==> config.mk <==
export PLATFORM = sky130hd
export DESIGN_NAME = d8_mem_arbiter_flat
export DESIGN_NICKNAME = d
export VERILOG_FILES = /design/src/rtl/d8_pkg.sv /design/src/rtl/d8_mem_arbiter_if.sv /design/src/rtl/d8_rr_arb2.sv /design/src/rtl/d8_mem_arbiter.sv /design/src/flat_wrapper.sv
export SDC_FILE = /design/constraint.sdc
export NUM_CORES = 1
export LEC_CHECK = 0
export ABC_AREA = 1
export BUFFER_PORTS_ARGS = -buffer_cell sky130_fd_sc_hd__buf_2
export CAP_MARGIN = 10
export CORE_UTILIZATION = 48
export CTS_CLUSTER_SIZE = 28
export DETAILED_ROUTE_END_ITERATION = 12
export PLACE_DENSITY = 0.94
export SLEW_MARGIN = 15
export SYNTH_ARGS = -nofsm -noshare
export SYNTH_HDL_FRONTEND = slang
export SYNTH_SLANG_ARGS = --single-unit
==> constraint.sdc <==
create_clock -name sys_clk -period 2.57 [get_ports sys_clk]
set_input_delay 0.257 -clock sys_clk [delete_from_list [all_inputs] [get_ports sys_clk]]
set_output_delay 0.257 -clock sys_clk [all_outputs]
set_load 0.01 [all_outputs]
==> src/rtl/d8_pkg.sv <==
// Shared definitions for the d8 data-memory arbiter: owner encoding, port indices, widths.
// Latency: none (types and constants only).
// Backpressure: none.
package d8_pkg;

  // Default address/data widths of the d8 data memory.
  localparam int D8_AW = 8;
  localparam int D8_DW = 8;

  // Requester indices into the grant / eligible vectors.
  localparam int PORT_A = 0;
  localparam int PORT_B = 1;

  // Round-robin "last served" encoding; matches the port index.
  localparam logic RR_A = 1'b0;
  localparam logic RR_B = 1'b1;

  // Lock owner state.
  typedef enum logic [1:0] {
    NONE  = 2'd0,
    OWN_A = 2'd1,
    OWN_B = 2'd2
  } owner_e;

  // Counter width able to hold values 0..timeout inclusive.
  function automatic int cnt_width(input int timeout);
    return $clog2(timeout + 1);
  endfunction

endpackage

==> src/rtl/d8_mem_arbiter_if.sv <==
// Requester A/B handshake and data-memory bus of the d8 arbiter.
// Latency: none (wiring only).
// Backpressure: requesters hold X_req and its fields until X_ack pulses.
interface d8_mem_arbiter_if
  import d8_pkg::*;
#(
  parameter int AW = D8_AW,
  parameter int DW = D8_DW
);

  // Port A: d8 core load/store unit
  logic          a_req;
  logic          a_we;
  logic          a_lock;
  logic [AW-1:0] a_addr;
  logic [DW-1:0] a_wdata;
  logic          a_ack;
  logic [DW-1:0] a_rdata;

  // Port B: debug / DMA
  logic          b_req;
  logic          b_we;
  logic          b_lock;
  logic [AW-1:0] b_addr;
  logic [DW-1:0] b_wdata;
  logic          b_ack;
  logic [DW-1:0] b_rdata;

  // Single-port data memory; mem_dout is combinational from mem_addr
  logic [AW-1:0] mem_addr;
  logic [DW-1:0] mem_din;
  logic          mem_w;
  logic [DW-1:0] mem_dout;

  // Arbiter side
  modport slave (
    input  a_req, a_we, a_lock, a_addr, a_wdata,
    output a_ack, a_rdata,
    input  b_req, b_we, b_lock, b_addr, b_wdata,
    output b_ack, b_rdata,
    output mem_addr, mem_din, mem_w,
    input  mem_dout
  );

  // Requester + memory side
  modport master (
    output a_req, a_we, a_lock, a_addr, a_wdata,
    input  a_ack, a_rdata,
    output b_req, b_we, b_lock, b_addr, b_wdata,
    input  b_ack, b_rdata,
    input  mem_addr, mem_din, mem_w,
    output mem_dout
  );

endinterface

==> src/rtl/d8_rr_arb2.sv <==
// Two-way round-robin picker: one-hot grant among eligible requesters, favouring the one not served last.
// Latency: combinational.
// Backpressure: none; an ineligible requester simply gets no grant bit.
module d8_rr_arb2 (
  input  logic [1:0] eligible_i,
  input  logic       last_i,     // index of the requester served most recently
  output logic [1:0] grant_o
);

  // A lone eligible requester always wins; on a tie the one not served last wins.
  always_comb begin
    grant_o = 2'b00;
    case (eligible_i)
      2'b01:   grant_o = 2'b01;
      2'b10:   grant_o = 2'b10;
      2'b11:   grant_o = last_i ? 2'b01 : 2'b10;
      default: grant_o = 2'b00;
    endcase
  end

endmodule

==> src/rtl/d8_mem_arbiter.sv <==
// Shares the 256x8 single-port d8 data memory between port A and port B, round-robin with an RMW lock.
// Latency: grant in cycle t drives the memory combinationally; X_ack/X_rdata appear in cycle t+1.
// Backpressure: a requester waits with X_req high until acked; the ack cycle masks that port so the other may go.
module d8_mem_arbiter
  import d8_pkg::*;
#(
  parameter int AW           = D8_AW,
  parameter int DW           = D8_DW,
  parameter int LOCK_TIMEOUT = 16
) (
  input  logic            sys_clk,
  input  logic            sys_rst,   // asynchronous, active low
  d8_mem_arbiter_if.slave bus,
  output logic            lock_err
);

  localparam int            CW      = cnt_width(LOCK_TIMEOUT);
  localparam logic [CW-1:0] CNT_MAX = CW'(LOCK_TIMEOUT);

  owner_e        owner_q, owner_d;
  logic [CW-1:0] cnt_q, cnt_d;
  logic          rr_last_q, rr_last_d;
  logic          a_ack_q, b_ack_q;
  logic [DW-1:0] a_rdata_q, a_rdata_d;
  logic [DW-1:0] b_rdata_q, b_rdata_d;

  logic [1:0]    elig;
  logic [1:0]    pick;
  logic [1:0]    gnt;
  logic          win_we;
  logic          win_lock;
  logic [AW-1:0] win_addr;
  logic [DW-1:0] win_wdata;
  logic          owner_gnt;
  logic          timeout;

  // A port competes only while requesting, outside its own ack cycle, and when no one else holds the lock.
  always_comb begin
    elig         = 2'b00;
    elig[PORT_A] = bus.a_req & ~a_ack_q & ((owner_q == NONE) | (owner_q == OWN_A));
    elig[PORT_B] = bus.b_req & ~b_ack_q & ((owner_q == NONE) | (owner_q == OWN_B));
  end

  d8_rr_arb2 u_rr (
    .eligible_i (elig),
    .last_i     (rr_last_q),
    .grant_o    (pick)
  );

  // Reset kills the grant so the memory sees no strobe while reset is held.
  assign gnt = pick & {2{sys_rst}};

  // Steer the winning port onto the memory bus; idle bus is all zeros.
  always_comb begin
    win_we    = 1'b0;
    win_lock  = 1'b0;
    win_addr  = '0;
    win_wdata = '0;
    if (gnt[PORT_A]) begin
      win_we    = bus.a_we;
      win_lock  = bus.a_lock;
      win_addr  = bus.a_addr;
      win_wdata = bus.a_wdata;
    end else if (gnt[PORT_B]) begin
      win_we    = bus.b_we;
      win_lock  = bus.b_lock;
      win_addr  = bus.b_addr;
      win_wdata = bus.b_wdata;
    end
  end

  assign bus.mem_addr = win_addr;
  assign bus.mem_din  = win_wdata;
  assign bus.mem_w    = win_we;

  // Lock owner FSM with idle timeout; a grant to the owner always beats a timeout in the same cycle.
  always_comb begin
    owner_d   = owner_q;
    cnt_d     = cnt_q;
    timeout   = 1'b0;
    owner_gnt = ((owner_q == OWN_A) & gnt[PORT_A]) | ((owner_q == OWN_B) & gnt[PORT_B]);
    case (owner_q)
      NONE: begin
        cnt_d = '0;
        if (gnt[PORT_A] && bus.a_lock) begin
          owner_d = OWN_A;
        end else if (gnt[PORT_B] && bus.b_lock) begin
          owner_d = OWN_B;
        end
      end
      OWN_A, OWN_B: begin
        if (owner_gnt) begin
          cnt_d = '0;
          // An owner access without lock is the unlocking access.
          if (!win_lock) begin
            owner_d = NONE;
          end
        end else begin
          if (cnt_q != CNT_MAX) begin
            cnt_d = cnt_q + CW'(1);
          end
          if (cnt_d == CNT_MAX) begin
            owner_d = NONE;
            timeout = 1'b1;
          end
        end
      end
      default: begin
        owner_d = NONE;
        cnt_d   = '0;
      end
    endcase
  end

  // lock_err marks the cycle whose closing edge force-releases the lock.
  assign lock_err = timeout;

  // Capture read data for the winner and remember who was served.
  always_comb begin
    a_rdata_d = a_rdata_q;
    b_rdata_d = b_rdata_q;
    rr_last_d = rr_last_q;
    if (gnt[PORT_A]) begin
      rr_last_d = RR_A;
      if (!bus.a_we) begin
        a_rdata_d = bus.mem_dout;
      end
    end
    if (gnt[PORT_B]) begin
      rr_last_d = RR_B;
      if (!bus.b_we) begin
        b_rdata_d = bus.mem_dout;
      end
    end
  end

  // State registers; an access in flight at reset is dropped without an ack.
  always_ff @(posedge sys_clk or negedge sys_rst) begin
    if (!sys_rst) begin
      owner_q   <= NONE;
      cnt_q     <= '0;
      rr_last_q <= RR_B;
      a_ack_q   <= 1'b0;
      b_ack_q   <= 1'b0;
      a_rdata_q <= '0;
      b_rdata_q <= '0;
    end else begin
      owner_q   <= owner_d;
      cnt_q     <= cnt_d;
      rr_last_q <= rr_last_d;
      a_ack_q   <= gnt[PORT_A];
      b_ack_q   <= gnt[PORT_B];
      a_rdata_q <= a_rdata_d;
      b_rdata_q <= b_rdata_d;
    end
  end

  assign bus.a_ack   = a_ack_q;
  assign bus.b_ack   = b_ack_q;
  assign bus.a_rdata = a_rdata_q;
  assign bus.b_rdata = b_rdata_q;

endmodule

==> src/flat_wrapper.sv <==
// flat-port wrapper written by rule: the top's interface ports become plain ports
module d8_mem_arbiter_flat import d8_pkg::*;
#(
  parameter int AW           = D8_AW,
  parameter int DW           = D8_DW,
  parameter int LOCK_TIMEOUT = 16
)
  (sys_clk, sys_rst, lock_err, bus_a_req, bus_a_we, bus_a_lock, bus_a_addr, bus_a_wdata, bus_a_ack, bus_a_rdata, bus_b_req, bus_b_we, bus_b_lock, bus_b_addr, bus_b_wdata, bus_b_ack, bus_b_rdata, bus_mem_addr, bus_mem_din, bus_mem_w, bus_mem_dout);
  d8_mem_arbiter_if #(.AW(AW), .DW(DW)) bus_i ();
  input  logic sys_clk;
  input  logic sys_rst;
  output logic lock_err;
  input wire logic [$bits(bus_i.a_req)-1:0] bus_a_req;
  input wire logic [$bits(bus_i.a_we)-1:0] bus_a_we;
  input wire logic [$bits(bus_i.a_lock)-1:0] bus_a_lock;
  input wire logic [$bits(bus_i.a_addr)-1:0] bus_a_addr;
  input wire logic [$bits(bus_i.a_wdata)-1:0] bus_a_wdata;
  output wire logic [$bits(bus_i.a_ack)-1:0] bus_a_ack;
  output wire logic [$bits(bus_i.a_rdata)-1:0] bus_a_rdata;
  input wire logic [$bits(bus_i.b_req)-1:0] bus_b_req;
  input wire logic [$bits(bus_i.b_we)-1:0] bus_b_we;
  input wire logic [$bits(bus_i.b_lock)-1:0] bus_b_lock;
  input wire logic [$bits(bus_i.b_addr)-1:0] bus_b_addr;
  input wire logic [$bits(bus_i.b_wdata)-1:0] bus_b_wdata;
  output wire logic [$bits(bus_i.b_ack)-1:0] bus_b_ack;
  output wire logic [$bits(bus_i.b_rdata)-1:0] bus_b_rdata;
  output wire logic [$bits(bus_i.mem_addr)-1:0] bus_mem_addr;
  output wire logic [$bits(bus_i.mem_din)-1:0] bus_mem_din;
  output wire logic [$bits(bus_i.mem_w)-1:0] bus_mem_w;
  input wire logic [$bits(bus_i.mem_dout)-1:0] bus_mem_dout;
  assign bus_i.a_req = bus_a_req;
  assign bus_i.a_we = bus_a_we;
  assign bus_i.a_lock = bus_a_lock;
  assign bus_i.a_addr = bus_a_addr;
  assign bus_i.a_wdata = bus_a_wdata;
  assign bus_a_ack = bus_i.a_ack;
  assign bus_a_rdata = bus_i.a_rdata;
  assign bus_i.b_req = bus_b_req;
  assign bus_i.b_we = bus_b_we;
  assign bus_i.b_lock = bus_b_lock;
  assign bus_i.b_addr = bus_b_addr;
  assign bus_i.b_wdata = bus_b_wdata;
  assign bus_b_ack = bus_i.b_ack;
  assign bus_b_rdata = bus_i.b_rdata;
  assign bus_mem_addr = bus_i.mem_addr;
  assign bus_mem_din = bus_i.mem_din;
  assign bus_mem_w = bus_i.mem_w;
  assign bus_i.mem_dout = bus_mem_dout;
  d8_mem_arbiter #(.AW(AW), .DW(DW), .LOCK_TIMEOUT(LOCK_TIMEOUT)) u_core (.sys_clk(sys_clk), .sys_rst(sys_rst), .bus(bus_i), .lock_err(lock_err));
endmodule
Yosys cells after proc, flatten, opt, wreduce, memory -nomap -nowiden
Index checks and enable logic that the tools add are counted.
{ "classes": {"add_sub_neg": 1, "mul": 0, "div_mod_pow": 0, "n_lt_le_gt_ge": 0, "eq_ne": 10, "shift": 0, "mux": 26, "bitwise": 14, "n_reduce_logical": 8} }
{ "ops": {"columns": ["op", "n"], "rows": [
  ["two-way mux 8 bit", 4],
  ["two-way mux 5 bit", 5],
  ["two-way mux 2 bit", 6],
  ["two-way mux 1 bit", 9],
  ["bitwise AND 1 bit", 6],
  ["equality test 2 bit (second input constant)", 3],
  ["!= test 3 bit (second input constant)", 2],
  ["case mux 2 bit (3 select lines)", 1],
  ["adder 5 x 1 -> 5 bit (second input constant)", 1],
  ["equality test 5 bit (second input constant)", 1],
  ["!= test 5 bit (second input constant)", 1],
  ["equality test 2 x 1 -> 1 bit (second input constant)", 2],
  ["inverter 1 bit", 4],
  ["case mux 2 bit (2 select lines)", 1],
  ["AND reduction 2 bit", 2],
  ["!= test 3 x 1 -> 1 bit (second input constant)", 1],
  ["OR 1 bit", 3],
  ["AND reduction 3 bit", 1],
  ["bitwise AND 2 bit", 1],
  ["logical AND 1 bit", 2],
  ["logical NOT 2 bit", 1],
  ["nonzero test 2 bit", 1],
  ["OR reduction 2 bit", 1]
]} }
{ "totals": {"reg_bits": 26, "latchBits": 0, "mem_bits_rw": 0, "romBits": 0, "output_inout_bits": 36, "word_cells": 66, "mem_count": 0} }

Longest topological paths before layout
{ "logic_depth": {"depth_word": 14, "mapped_depth": 13} }

Modules after synthesis
Synthesis repeated with hierarchy kept, for this count alone.
{ "hier_totals": {"hier_cells": 206, "area_unflattened_um2": 1526.5} }
{ "by_module_without_submodules": {"columns": ["mod", "instances", "cells_each", "area_each_um2", "seq_area_each_um2"], "rows": [
  ["d8_mem_arbiter", 1, 201, 1505.2, 651.9],
  ["d8_rr_arb2", 1, 5, 21.3, 0.0]
]} }

Least setup slack after synthesis
OpenSTA, ideal clock, no wires.
{ "synth_timing": {"path_kind": "reg-to-output", "startpoint": "register u_core.owner_q[0]", "endpoint": "output port bus_mem_addr[5]", "t_arrival_ns": 1.433, "required_time_ns": 2.313, "setup_slack_ns": 0.880, "stages_incl_launch_ff": 11, "path_buffers": 1, "path_cell_list": "dfrtp_1 inv_1 ha_1 inv_2 nand2_2 nand2_2 nor2_4 nand2_2 inv_4 buf_2 a22o_1"} }
{ "synth_via": {"elab_chain_len": 8} }
{ "synth_rtl": {"columns": ["item", "line_no", "text"], "rows": [
  ["from (decl)", "d8_mem_arbiter.sv:20", "owner_e owner_q, owner_d;"],
  ["from (signal assigned)", "d8_mem_arbiter.sv:148", "owner_q <= owner_d;"],
  ["equality test 2 x 1 -> 1 bit (tied with other cells)", "d8_mem_arbiter.sv:40", "elig[PORT_A] = bus.a_req & ~a_ack_q & ((owner_q == NONE) | (owner_q == OWN_A));"],
  ["OR 1 bit (on tied branches)", "d8_mem_arbiter.sv:40, d8_mem_arbiter.sv:41", null],
  ["bitwise AND 1 bit (on tied branches)", "d8_mem_arbiter.sv:40, d8_mem_arbiter.sv:41", null],
  ["equality test 2 bit or equality test 2 x 1 -> 1 bit (tied branches)", "d8_rr_arb2.sv:13", "case (eligible_i)"],
  ["case mux 2 bit (3 select lines) (*)", "d8_rr_arb2.sv:13", null],
  ["bitwise AND 2 bit (*)", "d8_mem_arbiter.sv:51", "assign gnt = pick & {2{sys_rst}};"],
  ["named net u_core.gnt[1]", "d8_mem_arbiter.sv:29", "logic [1:0] gnt;"],
  ["two-way mux 8 bit (*)", "d8_mem_arbiter.sv:64", "end else if (gnt[PORT_B]) begin"],
  ["two-way mux 8 bit (*)", "d8_mem_arbiter.sv:59", "if (gnt[PORT_A]) begin"],
  ["to (decl)", "flat_wrapper.sv:27", "output wire logic [$bits(bus_i.mem_addr)-1:0] bus_mem_addr;"]
]} }
The timed path passes the listed nets; every way through them passes the cells marked *.

Worst setup path in the final report
{ "layout_timing": {"startpoint": "register u_core.owner_q[0]", "endpoint": "output port lock_err"} }
{ "layout_via": {"elab_chain_len": 10} }
{ "layout_rtl": {"columns": ["item", "line_no", "text"], "rows": [
  ["equality test 2 x 1 -> 1 bit (tied with other cells)", "d8_mem_arbiter.sv:40, d8_mem_arbiter.sv:81, d8_mem_arbiter.sv:82", null],
  ["OR 1 bit (on tied branches)", "d8_mem_arbiter.sv:40, d8_mem_arbiter.sv:41", null],
  ["bitwise AND 1 bit (on tied branches)", "d8_mem_arbiter.sv:40, d8_mem_arbiter.sv:41", null],
  ["equality test 2 bit or equality test 2 x 1 -> 1 bit (tied branches)", "d8_rr_arb2.sv:13", null],
  ["case mux 2 bit (3 select lines)", "d8_rr_arb2.sv:13", null],
  ["bitwise AND 2 bit", "d8_mem_arbiter.sv:51", null],
  ["bitwise AND 1 bit", "d8_mem_arbiter.sv:81", "owner_gnt = ((owner_q == OWN_A) & gnt[PORT_A]) | ((owner_q == OWN_B) & gnt[PORT_B]);"],
  ["OR 1 bit", "d8_mem_arbiter.sv:81", null],
  ["two-way mux 1 bit", "d8_mem_arbiter.sv:92", "if (owner_gnt) begin"],
  ["two-way mux 1 bit (*)", "d8_mem_arbiter.sv:82", "case (owner_q)"],
  ["to (decl)", "flat_wrapper.sv:12", "output logic lock_err;"]
]} }
Mark *: on every way between the ends. The rest lies on a longest branch, timed or not.

==> summary.txt <==
Power
  • Power share of the clock group: 11.0%
  • Design Power: 1.89 mW
  • Worst vdd ir: 0.594 mV
  • Cell Int Power: 1.08 mW
  • Leak Pwr: 1.20 nW
  • Reg power frac: 36.4%
  • Net Sw Frac: 42.8%
  • PwrDens: 917 nW/um^2
  • Net Sw Power: 0.807 mW
  • Comb pwr share: 52.6%

STA
  • Slew Limit Headroom: 78.6%
  • RSZ-0062 raised after global routing: false
  • Final hold viol count: 0
  • Least-Margin Pin Slew: 321 ps
  • WHS: 201 ps
  • Min Clock Period, post-route: 2180 ps
  • Achievable Freq: 458 MHz
  • Setup TNS Final: 0 ps
  • Final setup fails: 0
  • Worst Skew: 5.10 ps
  • Period utilization: 84.9%
  • Max-slew violations: 0

Drt
  • Post-detailed-route wirelength per cell: 10.9 um
  • Met3 wire length: 140 um
  • Met2 Routed Length: 1.72 mm
  • Final WL: 3.36 mm
  • Wire length on met1: 1.50 mm
  • Antenna Violating Nets Remaining: 0
  • DRC Markers: 0
  • Highest routed layer: met3
  • First-iteration detailed-routing DRC count: 27
  • Vias after detailed routing: 1,443
  • Post-DR vias/cell: 4.69
  • Pre-antenna DRT Iters: 4

CTS
  • Setup Buffers After CTS: 0
  • TritonCTS Sinks: 26
  • Number of buffers added to fix hold violations after cts: 1
  • Root Buffer: clkbuf_4
  • CTS tree: done
  • CTS Buf Count: 3
  • Post_cts resized: 0
  • Reg clk slew, reported paths: 140 ps
  • CTS H-tree depth: 1
  • Clk_lat worst skew: 320 ps
  • Deepest clock path buffer count: 2

Finish
  • Final-stage net count: 319
  • Area Overhead vs Synth: 31.2%
  • Core Util, Final: 66.9%
  • Layout cells sized above 1: 48.5%
  • Final instance area: 2060 sq um
  • # diodes: 0

Logic synthesis
  • Seq cells post-synth: 26
  • Mapped Area: 1570 sq um
  • Post-synth EDFFs: 0
  • Asr flop ratio synth: 100%
  • Syn_area_per_cell: 8.77 sq um
  • Top_reg_cell synth: dfrtp_1
  • Ranking of synthesized cells by area: dfrtp_1, a22o_1, o21ai_2
  • Synth cell count leaders: nand2_1, inv_1, dfrtp_1, a22o_1, o21ai_2
  • Gate Count Post-Synth: 179
  • Warnings from Yosys: 0
  • Yosys top cell area share: 39.9%
  • Seq/Total Area, Yosys: 41.5%
  • Netlist cell types: 24
  • Count leader, synth: nand2_1
  • Syn nets: 233
  • Yosys top cell by area: dfrtp_1

Critical path
  • CP arrival: 1920 ps
  • CP required: 2310 ps
  • Worst Path Buf+Inv: 4
  • Critical path endpoint category: output pin
  • Largest stage delay on the critical path: 430 ps
  • Kind of critical path: flip-flop to output pin
  • Type of origin of the critical path: flip-flop
  • Delay-heaviest family, CP: simple AND/OR/NAND/NOR gates
  • Max FO, Critical Path: 6
  • Worst path slowest cell: dfrtp_1
  • CP cell instances: inv_1 -> ha_1 -> inv_2 -> nand2_2 -> nand3_1 -> nand3_1 -> nand2_1 -> nor2_2 -> inv_2 -> nor2_1 -> buf_2
  • R2R setup slack: 840 ps

Die
  • Die H: 59.2 um
  • Chip width: 59.2 um
  • Core box area: 3080 sq um
  • Std-Cell Rows: 20
  • Die area: 3500 sq um
  • Initial core utilization: 51.0%
  • I/O pin count: 84

Global route
  • Largest net degree at the start of global routing: 27
  • Total global routing overflow: 0
  • Antenna violations before repair: 0
  • Vias in the first global route: 1,239
  • Gr usage total: 19.3%
  • First-pass GRT wire length: 5.15 mm

Placed design
  • Placer Congestion: 0.837
  • DP Wirelength: 2.76 mm
  • Placed Area: 2010 sq um
  • I/O Buffers: 83

Job
  • Max-Cap Viols: 0

Status
  • Status: finished, final reports clean

Hold path
  • Min-delay worst type: primary input to flip-flop
## per-layer routing
metal  vias to the layer above  GRT usage, %
met5                         -             0
met4                         0          4.08
met3                         0          3.28
met2                        34          33.3
met1                       658          25.7
li1                        751             -
## path summary, 6_finish.rpt
check	startpoint	to	cells after the start
max	u_core.owner_q[0]	lock_err	11
min	bus_mem_dout[3]	u_core.bus.a_rdata[3]	3
min in group asynchronous	sys_rst	u_core.bus.b_rdata[4]	3
max reg2reg	u_core.owner_q[0]	u_core.bus.a_rdata[0]	11
max in group asynchronous	sys_rst	u_core.rr_last_q	3
min reg2reg	u_core.bus.a_rdata[4]	u_core.bus.a_rdata[4]	2
## cell type report
| type | count | area, sq um |
|---|---|---|
| clock buffer | 4 | 36.3 |
| fill | 260 | 1020 |
| inverter | 33 | 129 |
| multi-input combinational | 116 | 753 |
| sequential | 26 | 652 |
| tap | 44 | 55.1 |
| timing repair buffer | 85 | 433 |
## power groups by stage
stage / registers [mW] / clock network (mW) / logic (mW)
after CTS: 0.686 / 0.212 / 1.00
after global placement: 0.684 / 0 / 0.970
after floorplan: 0.744 / 0 / 0.624
final: 0.686 / 0.208 / 0.993
after global routing: 0.705 / 0.223 / 1.11
after detailed placement: 0.691 / 0 / 1.00
## per-stage QoR
step,setup WS (ps),cells
5_1_grt,232,308
4_1_cts,374,308
3_3_place_gp,788,303
2_1_floorplan,880,179
3_5_place_dp,749,303
6_report,389,308
## placed cells by master, fill, tap and decap left out, drive strengths merged
cell type,netlist,final
dfstp,1,1
a21oi,4,4
inv,33,33
o21ai,17,17
nor2,12,12
dlygate4sd3,0,1
nand3,13,13
a22o,16,16
ha,6,6
o22ai,1,1
dfrtp,25,25
clkbuf,0,4
or2,1,1
nand4,3,3
buf,4,84
nand2,43,43
## registers in the layout (all words and copies together) (netlist names)
register / flops
u_core.bus.a_ack: 1
u_core.bus.a_rdata: 8
u_core.bus.b_ack: 1
u_core.bus.b_rdata: 8
u_core.cnt_q: 5
u_core.owner_q: 2
u_core.rr_last_q: 1
## logic make-up after synthesis
| kind of cell | share of synthesized area [%] |
|---|---|
| compound gates | 19.9 |
| fa+ha+maj | 4.78 |
| buf+inv | 10.4 |
| flops | 41.5 |
| simple gates | 23.4 |
## worst register-to-register path: stages, from the launching register on
cell     delay (ps)
dfrtp_1         430
inv_1           120
ha_1            180
inv_1            40
nand2_1          80
nand2_1          90
nor2_4          120
nand2_2          80
inv_4           170
nand2_4         170
nand2_1         120
o21ai_2          50
(Power assumes the default switching activity.)
